===== config.mk =====
export PLATFORM = sky130hd
export DESIGN_NAME = mux2_bus_arbiter
export DESIGN_NICKNAME = d
export VERILOG_FILES = /design/src/rtl/mux2_bus_arbiter_pkg.sv /design/src/rtl/mux2_bus_arbiter_rr_pick.sv /design/src/rtl/mux2_bus_arbiter.sv
export SDC_FILE = /design/constraint.sdc
export NUM_CORES = 1
export LEC_CHECK = 0
export BUFFER_PORTS_ARGS = -buffer_cell sky130_fd_sc_hd__buf_2
export CORE_UTILIZATION = 38
export CTS_CLUSTER_SIZE = 28
export DETAILED_ROUTE_END_ITERATION = 16
export PLACE_DENSITY = 0.78
export SETUP_SLACK_MARGIN = 0.2
export SYNTH_ARGS = -nofsm -noshare
export SYNTH_HDL_FRONTEND = slang
export SYNTH_HIERARCHICAL = 1
export SYNTH_SLANG_ARGS = --single-unit

===== constraint.sdc =====
create_clock -name clk -period 1.9 [get_ports clk]
set_clock_uncertainty 0.15 [all_clocks]
set_input_delay 0.285 -clock clk [delete_from_list [all_inputs] [get_ports clk]]
set_output_delay 0.285 -clock clk [all_outputs]
set_load 0.02 [all_outputs]

===== src/rtl/mux2_bus_arbiter_pkg.sv =====
// mux2_bus_arbiter_pkg
// Shared definitions for the two-requester bus arbiter:
//   - arb_state_t : FSM encoding (ST_IDLE=0, ST_G0=1, ST_G1=2)
//   - DEF_MAX_HOLD: default burst limit before a forced hand-over
//   - DEF_CNT_W   : default hold-counter width
//   - STATS_W     : width of the optional grant-beat counters
// The next-owner picker reuses the state encoding so wider arbiters can
// share it.
package mux2_bus_arbiter_pkg;

  typedef enum logic [1:0] {
    ST_IDLE = 2'd0,
    ST_G0   = 2'd1,
    ST_G1   = 2'd2
  } arb_state_t;

  localparam int DEF_MAX_HOLD = 4;
  localparam int DEF_CNT_W    = 3;
  localparam int STATS_W      = 16;

endpackage


===== src/rtl/mux2_bus_arbiter_rr_pick.sv =====
// rr_pick
// Combinational next-owner logic for a round-robin two-way arbiter.
// Ports:
//   req0_i, req1_i   requests from side 0 / side 1
//   last_served_i    side that most recently gave up the bus
//   owner_i          current FSM state (arb_state_t encoding)
//   hold_expired_i   current owner is on the last beat of its burst
//   next_state_o     FSM state for the next cycle
module rr_pick
  import mux2_bus_arbiter_pkg::*;
(
  input  logic       req0_i,
  input  logic       req1_i,
  input  logic       last_served_i,
  input  logic [1:0] owner_i,
  input  logic       hold_expired_i,
  output logic [1:0] next_state_o
);

  arb_state_t nxt;

  always_comb begin
    nxt = ST_IDLE;
    case (arb_state_t'(owner_i))
      ST_IDLE: begin
        // On a tie the side that was not served last wins.
        if (req0_i && (!req1_i || last_served_i)) nxt = ST_G0;
        else if (req1_i)                          nxt = ST_G1;
        else                                      nxt = ST_IDLE;
      end
      ST_G0: begin
        if (!req0_i)                      nxt = req1_i ? ST_G1 : ST_IDLE;
        else if (hold_expired_i && req1_i) nxt = ST_G1;
        else                              nxt = ST_G0;
      end
      ST_G1: begin
        if (!req1_i)                      nxt = req0_i ? ST_G0 : ST_IDLE;
        else if (hold_expired_i && req0_i) nxt = ST_G0;
        else                              nxt = ST_G1;
      end
      default: nxt = ST_IDLE;
    endcase
  end

  assign next_state_o = nxt;

endmodule


===== src/rtl/mux2_bus_arbiter.sv =====
// mux2_bus_arbiter
// Round-robin arbiter that owns the select of one WIDTH-bit 2:1 mux and
// registers the selected operand onto a shared bus with a valid strobe.
// Ports:
//   clk, rst_n        clock; asynchronous active-low reset
//   req0, I0          requester 0 request (held for the transfer) and data
//   req1, I1          requester 1 request and data
//   gnt0, gnt1        registered grants, never both high
//   sel               registered mux select (0=I0, 1=I1), holds when idle
//   o, o_valid        registered bus data and beat strobe
//   gcnt0, gcnt1      grant-beat counters; built only when ARB_STATS_EN is
//                     defined, otherwise tied to zero
// Handshake: a beat is produced on every rising edge where the FSM is in Gx
// and reqx is high; o/o_valid show it in the following cycle. Grant follows
// the request by one cycle, the first beat follows the grant by one cycle.
module mux2_bus_arbiter
  import mux2_bus_arbiter_pkg::*;
#(
  parameter int WIDTH    = 8,
  parameter int MAX_HOLD = DEF_MAX_HOLD,
  parameter int CNT_W    = DEF_CNT_W
) (
  input  logic               clk,
  input  logic               rst_n,
  input  logic               req0,
  input  logic [WIDTH-1:0]   I0,
  input  logic               req1,
  input  logic [WIDTH-1:0]   I1,
  output logic               gnt0,
  output logic               gnt1,
  output logic               sel,
  output logic [WIDTH-1:0]   o,
  output logic               o_valid,
  output logic [STATS_W-1:0] gcnt0,
  output logic [STATS_W-1:0] gcnt1
);

  localparam logic [CNT_W-1:0] HOLD_LAST = CNT_W'(MAX_HOLD - 1);

  arb_state_t       state_q, state_d;
  logic [1:0]       next_w;
  logic [CNT_W-1:0] cnt_q;
  logic             last_q;
  logic             sel_q;
  logic [WIDTH-1:0] o_q;
  logic             valid_q;

  logic             beat0, beat1, beat;
  logic             hold_expired;
  logic [WIDTH-1:0] mux_out;

  assign beat0 = (state_q == ST_G0) && req0;
  assign beat1 = (state_q == ST_G1) && req1;
  assign beat  = beat0 | beat1;

  // True on the beat that brings the burst length up to MAX_HOLD.
  assign hold_expired = (cnt_q == HOLD_LAST);

  // The one shared datapath mux; sel_q already points at the owner while
  // in a grant state.
  assign mux_out = sel_q ? I1 : I0;

  rr_pick u_pick (
    .req0_i         (req0),
    .req1_i         (req1),
    .last_served_i  (last_q),
    .owner_i        (state_q),
    .hold_expired_i (hold_expired),
    .next_state_o   (next_w)
  );

  assign state_d = arb_state_t'(next_w);

  always_ff @(posedge clk or negedge rst_n) begin
    if (!rst_n) begin
      state_q <= ST_IDLE;
      cnt_q   <= '0;
      last_q  <= 1'b1;
      sel_q   <= 1'b0;
      o_q     <= '0;
      valid_q <= 1'b0;
    end else begin
      state_q <= state_d;
      valid_q <= beat;
      if (beat) o_q <= mux_out;

      // Counter clears on burst-limit wrap, on a drop and while idle.
      if (beat && !hold_expired) cnt_q <= cnt_q + 1'b1;
      else                       cnt_q <= '0;

      // last_served only moves when a side actually gives up the bus;
      // a wrap with nobody waiting keeps the owner and its history.
      if (state_q == ST_G0 && state_d != ST_G0) last_q <= 1'b0;
      if (state_q == ST_G1 && state_d != ST_G1) last_q <= 1'b1;

      if (state_d == ST_G0)      sel_q <= 1'b0;
      else if (state_d == ST_G1) sel_q <= 1'b1;
    end
  end

  assign gnt0    = (state_q == ST_G0);
  assign gnt1    = (state_q == ST_G1);
  assign sel     = sel_q;
  assign o       = o_q;
  assign o_valid = valid_q;

`ifdef ARB_STATS_EN
  logic [STATS_W-1:0] gcnt0_q, gcnt1_q;

  always_ff @(posedge clk or negedge rst_n) begin
    if (!rst_n) begin
      gcnt0_q <= '0;
      gcnt1_q <= '0;
    end else begin
      if (beat0) gcnt0_q <= gcnt0_q + 1'b1;
      if (beat1) gcnt1_q <= gcnt1_q + 1'b1;
    end
  end

  assign gcnt0 = gcnt0_q;
  assign gcnt1 = gcnt1_q;
`else
  assign gcnt0 = '0;
  assign gcnt1 = '0;
`endif

endmodule


# --- Word level (Yosys, flattened, before mapping) ---
# Cells that the tools add are included.
word_totals:
  reg_bits: 16
  inputBits: 20
  out_inout_bits: 44
  elab_cells: 43
classes:
  add_sub_neg: 1
  n_eq_ne: 7
  mux: 14
  n_bitwise: 1
  reduce_logical: 14
op_table:
  columns: ["cell", "n"]
  rows:
  - ["2-bit two-way mux", 6]
  - ["1-bit logical AND", 8]
  - ["8-bit two-way mux", 1]
  - ["2-bit one-hot mux with 3 select lines", 1]
  - ["1-bit two-way mux", 5]
  - ["2-bit by 1-bit == test with 1-bit output (second input constant)", 2]
  - ["2-bit == test (second input constant)", 2]
  - ["2-bit nonzero test", 2]
  - ["3-bit by 1-bit adder with 3-bit output (second input constant)", 1]
  - ["3-bit by 2-bit == test with 1-bit output (second input constant)", 1]
  - ["3-bit two-way mux", 1]
  - ["1-bit zero test", 2]
  - ["2-bit zero test", 1]
  - ["2-bit by 1-bit inequality test with 1-bit output (second input constant)", 1]
  - ["2-bit inequality test (second input constant)", 1]
  - ["1-bit logical OR", 1]
  - ["1-bit bitwise OR", 1]

# --- Logic depth before layout (Yosys ltp) ---
depth:
  word_depth: 9
  mapped_depth: 10
  ltp_nobuf: 10

# --- By module ---
# The synthesis kept the hierarchy.
by_module_without_submodules:
  columns: ["mod", "n_inst", "cells_per_inst", "area_each_um2", "seq_area_each_um2"]
  rows:
  - ["mux2_bus_arbiter", 1, 87, 973.4, 401.6]
  - ["rr_pick", 1, 11, 61.3, 0.0]

# --- Worst setup path before layout ---
# Ideal clock, no wire load.
synth_path:
  path_kind: "register -> register"
  start: "register cnt_q[0]"
  end: "register last_q"
  setup_time_ns: 0.081
  t_arrival_ns: 1.644
  required_time_ns: 1.669
  setup_slack_ns: 0.025
  path_stages_with_launch: 9
  path_buffers: 0
  period_less_slack_ns: 1.875
  path_cell_list: "dfrtp_1 ha_1 ha_1 a22o_1 a21oi_1 inv_1 ha_1 o21ai_0 nand2_1"
synth_via:
  elab_chain_cells: 8
  elab_cells_between_ends: 14
  classes_between: "eq/ne (3); mux (6); reduce/logical (5)"
synth_rtl:
  columns: ["item", "line", "source"]
  rows:
  - ["from (decl)", "mux2_bus_arbiter.sv:42", "logic [CNT_W-1:0] cnt_q;"]
  - ["from (signal assigned)", "mux2_bus_arbiter.sv:88", "if (beat && !hold_expired) cnt_q <= cnt_q + 1'b1;"]
  - ["3-bit by 2-bit == test with 1-bit output (*)", "mux2_bus_arbiter.sv:57", "assign hold_expired = (cnt_q == HOLD_LAST);"]
  - ["via hold_expired", "mux2_bus_arbiter.sv:49", "logic hold_expired;"]
  - ["1-bit logical AND, on equally long branches", "mux2_bus_arbiter_rr_pick.sv:38, mux2_bus_arbiter_rr_pick.sv:33", null]
  - ["2-bit two-way mux, on equally long branches", "mux2_bus_arbiter_rr_pick.sv:38, mux2_bus_arbiter_rr_pick.sv:33", null]
  - ["2-bit two-way mux, on equally long branches", "mux2_bus_arbiter_rr_pick.sv:37, mux2_bus_arbiter_rr_pick.sv:32", null]
  - ["2-bit one-hot mux with 3 select lines (*)", "mux2_bus_arbiter_rr_pick.sv:24", "case (arb_state_t'(owner_i))"]
  - ["via next_w[1]", "mux2_bus_arbiter.sv:41", "logic [1:0] next_w;"]
  - ["2-bit inequality test or 2-bit by 1-bit inequality test with 1-bit output (tied branches)", "mux2_bus_arbiter.sv:94, mux2_bus_arbiter.sv:93", null]
  - ["1-bit logical AND, on equally long branches", "mux2_bus_arbiter.sv:94, mux2_bus_arbiter.sv:93", null]
  - ["1-bit two-way mux or 2-bit nonzero test (tied branches)", null, null]
  - ["to (signal assigned)", "mux2_bus_arbiter.sv:78", "last_q <= 1'b1;"]
  - ["to (signal assigned)", "mux2_bus_arbiter.sv:93", "if (state_q == ST_G0 && state_d != ST_G0) last_q <= 1'b0;"]
  - ["to (signal assigned)", "mux2_bus_arbiter.sv:94", "if (state_q == ST_G1 && state_d != ST_G1) last_q <= 1'b1;"]
  - ["to (decl)", "mux2_bus_arbiter.sv:43", "logic last_q;"]
# The timed path passes the listed nets; every way through them passes the cells marked *.
# A chain may end at the register's enable or synchronous reset.

# --- Worst setup path after layout ---
layout_path:
  start: "register cnt_q[0]"
  end: "register sel_q, in the netlist sel"
layout_via:
  elab_chain_cells: 7
  elab_cells_between_ends: 12
  classes_between: "eq/ne (3); mux (6); reduce/logical (3)"
layout_rtl:
  columns: ["item", "line", "source"]
  rows:
  - ["3-bit by 2-bit == test with 1-bit output (*)", "mux2_bus_arbiter.sv:57", null]
  - ["via hold_expired", "mux2_bus_arbiter.sv:49", null]
  - ["1-bit logical AND, on equally long branches", "mux2_bus_arbiter_rr_pick.sv:38, mux2_bus_arbiter_rr_pick.sv:33", null]
  - ["2-bit two-way mux, on equally long branches", "mux2_bus_arbiter_rr_pick.sv:38, mux2_bus_arbiter_rr_pick.sv:33", null]
  - ["2-bit two-way mux, on equally long branches", "mux2_bus_arbiter_rr_pick.sv:37, mux2_bus_arbiter_rr_pick.sv:32", null]
  - ["2-bit one-hot mux with 3 select lines (*)", "mux2_bus_arbiter_rr_pick.sv:24", null]
  - ["via next_w[1]", "mux2_bus_arbiter.sv:41", null]
  - ["2-bit by 1-bit == test with 1-bit output or 2-bit == test (tied branches)", "mux2_bus_arbiter.sv:96, mux2_bus_arbiter.sv:97", null]
  - ["1-bit two-way mux or 2-bit nonzero test (tied branches)", null, null]
  - ["to (signal assigned)", "mux2_bus_arbiter.sv:79", "sel_q <= 1'b0;"]
  - ["to (signal assigned)", "mux2_bus_arbiter.sv:96", "if (state_d == ST_G0) sel_q <= 1'b0;"]
  - ["to (signal assigned)", "mux2_bus_arbiter.sv:97", "else if (state_d == ST_G1) sel_q <= 1'b1;"]
  - ["to (decl)", "mux2_bus_arbiter.sv:44", "logic sel_q;"]
# Marks and branches as above.

==> results.py <==
metrics = {
    "outcome": {
        "status": "completed",
    },
    "floorplanning": {
        "die_area_sq_um": 2940,
        "core_sq_um": 2520,
        "die-width_microns": 54.2,
        "io_pins": 64,
        "die_h_microns": 54.2,
        "initial_core_util": 0.410,
        "fp-row-count": 18,
    },
    "detailed_routing": {
        "antenna_left": 0,
        "wl_mm": 1.71,
        "viasPerCell": 4.35,
        "wl_per_cell_microns": 10.2,
        "drtIter0Drc": 5,
        "drtPass1Iterations": 4,
        "vias": 726,
        "drc_errors": 0,
    },
    "sta": {
        "rsz0062_at_grt": "true",
        "finalCritPeriodShare": 0.954,
        "finalHoldViolCount": 0,
        "timing.final.ws_setup_ns": 0.0865,
        "min_period_ns": 1.81,
        "hold_slack_ns": 0.186,
        "fmax_mhz": 551,
        "setup_viol": 0,
        "final_max_slew_viol_count": 0,
    },
    "synthesis": {
        "syn_area_per_cell_sq_um": 10.6,
        "synthCells": 98,
        "synth_cell_types": 21,
        "yosysSeqAreaShare": 0.388,
        "ys_ff_latch": 16,
        "netlist_area_sq_um": 1030,
        "yosys_warnings": 6,
    },
    "clock_tree": {
        "clkLatencyLatePin_ns": 0.29,
        "cts_buffers": 3,
        "clockBufferDepth": 2,
        "clkSinkCount": 16,
        "cts_tree": "yes",
        "h-tree-depth": 1,
        "clkTransAtPathRegs_ns": 0.09,
        "clock-root-buffer": "clkbuf_4",
    },
    "finish": {
        "drive_gt1_frac": 0.467,
        "instances_no_fill": 167,
        "fillCellCount": 232,
        "num-nets-final": 162,
        "final_area_sq_um": 1250,
        "syn_to_final_growth_pct": 20.7,
        "n_antenna_cell": 0,
    },
    "worst_setup_path": {
        "cp.required_ns": 1.93,
        "cp-start-kind": "register",
        "r2r.worst_path.cells": 7,
        "worstPathMaxFanout": 6,
        "end_kind": "register",
        "critPathKind": "reg -> reg",
        "cp.arrival_ns": 1.85,
    },
    "pwr": {
        "switchingPower_uw": 597,
        "p_seq_frac": 0.400,
        "clock_power_share": 0.151,
        "p_leak_uw": 0.000642,
        "power_density_nw_per_um2": 1190,
        "p_int_uw": 894,
        "ir_worst_vdd_mv": 0.665,
        "p_sw_frac": 0.400,
        "combPwrFrac": 0.450,
    },
    "placement": {
        "dpl.cell_count": 157,
        "place_congestion": 0.739,
        "numPortBuffers": 31,
        "placed_area_sq_um": 1140,
        "dpl_worst_slack_ns": 0.0886,
        "dp_hpwl_mm": 1.31,
    },
    "global_routing": {
        "overflow": 0,
        "grt_pass1_vias": 606,
        "track_usage": 0.135,
        "grt_max_degree": 17,
        "antenna_found_initial": 0,
        "grt_pass1_wl_mm": 2.73,
    },
    "worst_hold_path": {
        "hp-class": "in -> reg",
        "hold-path-cell-count": 3,
    },
    "job": {
        "cap_violations": 0,
    },
}
## critical path, cell delays in order (launching register included)
cell,delay [ns]
dfrtp_1,0.39
ha_2,0.19
ha_4,0.18
a22o_1,0.24
a21oi_4,0.22
ha_4,0.23
nand2_1,0.05
o21ai_1,0.06
## flip-flops by register name (all words and copies together) (netlist names)
register  count
o             8
cnt_q         3
state_q       2
last_q        1
o_valid       1
sel           1
## per-stage QoR
step	setup TNS (ns)	power, uW	util
global route	-0.00196	1600	0.495
global placement	0	1200	0.451
floorplan	0	1080	-
detailed placement	0	1230	0.451
finish	0	1490	0.495
CTS	0	1480	0.479
## per-layer routing
metal | share of wire | vias to the layer above | GRT usage
li1 | - | 342 | -
met1 | 0.42 | 340 | 0.161
met2 | 0.50 | 40 | 0.232
met3 | 0.073 | 4 | 0.0339
met4 | 0.012 | 0 | 0.0513
met5 | 0 | - | 0
## final timing paths
check	start	to	slack (ns)
max in group asynchronous	rst_n	last_q	1.03
max	cnt_q[0]	sel	0.09
max reg2reg	cnt_q[0]	sel	0.09
min reg2reg	o[6]	o[6]	0.34
min in group asynchronous	rst_n	cnt_q[1]	0.27
min	I0[3]	o[3]	0.19
## Yosys cell counts
cell type	number	area, sq um
nor3b_1	2	15.0
nor2b_1	2	12.5
dfstp_2	1	26.3
ha_1	4	50.1
nand3_1	2	10.0
nand2_1	4	15.0
clkbuf_1	1	3.75
a21oi_1	2	10.0
a22o_1	2	17.5
inv_1	4	15.0
nor2_1	2	7.51
dfrtp_1	15	375
and3b_1	1	8.76
buf_4	33	248
o21ai_0	3	15.0
o211ai_1	1	7.51
mux2_1	6	67.6
o31ai_1	1	7.51
mux2_2	10	113
conb_1	1	3.75
nand2b_1	1	6.26
## power groups by stage
stage          clock [uW]  sequential (uW)  combinational, uW
2_1_floorplan           0              682                403
3_3_place_gp            0              589                612
3_5_place_dp            0              603                632
4_1_cts               234              596                646
5_1_grt               256              619                726
6_report              225              596                670
## cells in the final DEF, fill, tap and decap left out
master         count
conb_1            32
buf_2             31
dfrtp_1           14
mux2_2            10
mux2_1             6
buf_4              6
nand2_1            4
clkbuf_4           3
nor2b_4            2
a22o_1             2
inv_1              2
nor3b_1            2
inv_2              2
nor2_1             2
o21ai_1            2
ha_2               2
ha_4               2
nand3_1            2
and3b_1            1
o21ai_2            1
clkbuf_8           1
dlygate4sd3_1      1
dfstp_2            1
dfrtp_2            1
o211ai_1           1
a21oi_4            1
nand2b_1           1
o31ai_1            1
a21oi_2            1
## logic make-up (layout without fill, tap and decap cells)
| group | count (synthesis) | in the layout | synth area share |
|---|---|---|---|
| AND/OR/NAND/NOR | 14 | 14 | 0.0725 |
| flip-flops | 16 | 16 | 0.388 |
| buffers and inverters | 38 | 46 | 0.258 |
| multiplexers | 16 | 16 | 0.174 |
| other | 1 | 32 | 0.00362 |
| AO/OA/AOI/OAI | 9 | 9 | 0.0556 |
| adder cells (fa/ha/maj) | 4 | 4 | 0.0484 |
## cell type report
type / count / area [sq um] / share of cell area
Clock buffer: 4 / 36.3 / 0.0291
Inverter: 4 / 15.0 / 0.0120
Multi-Input combinational cell: 75 / 547 / 0.438
Sequential cell: 16 / 403 / 0.323
Tap cell: 30 / 37.5 / 0.0301
Timing Repair Buffer: 38 / 210 / 0.168
## timing repair
item,CTS,global route
hold buffers,1,0
endpoints found under the hold margin,15,0
gates cloned,0,0
endpoints found under the setup margin,3,11
pin swaps,3,4
buffers inserted,3,2
resized for setup,1,7
(Power assumes the default switching activity.)
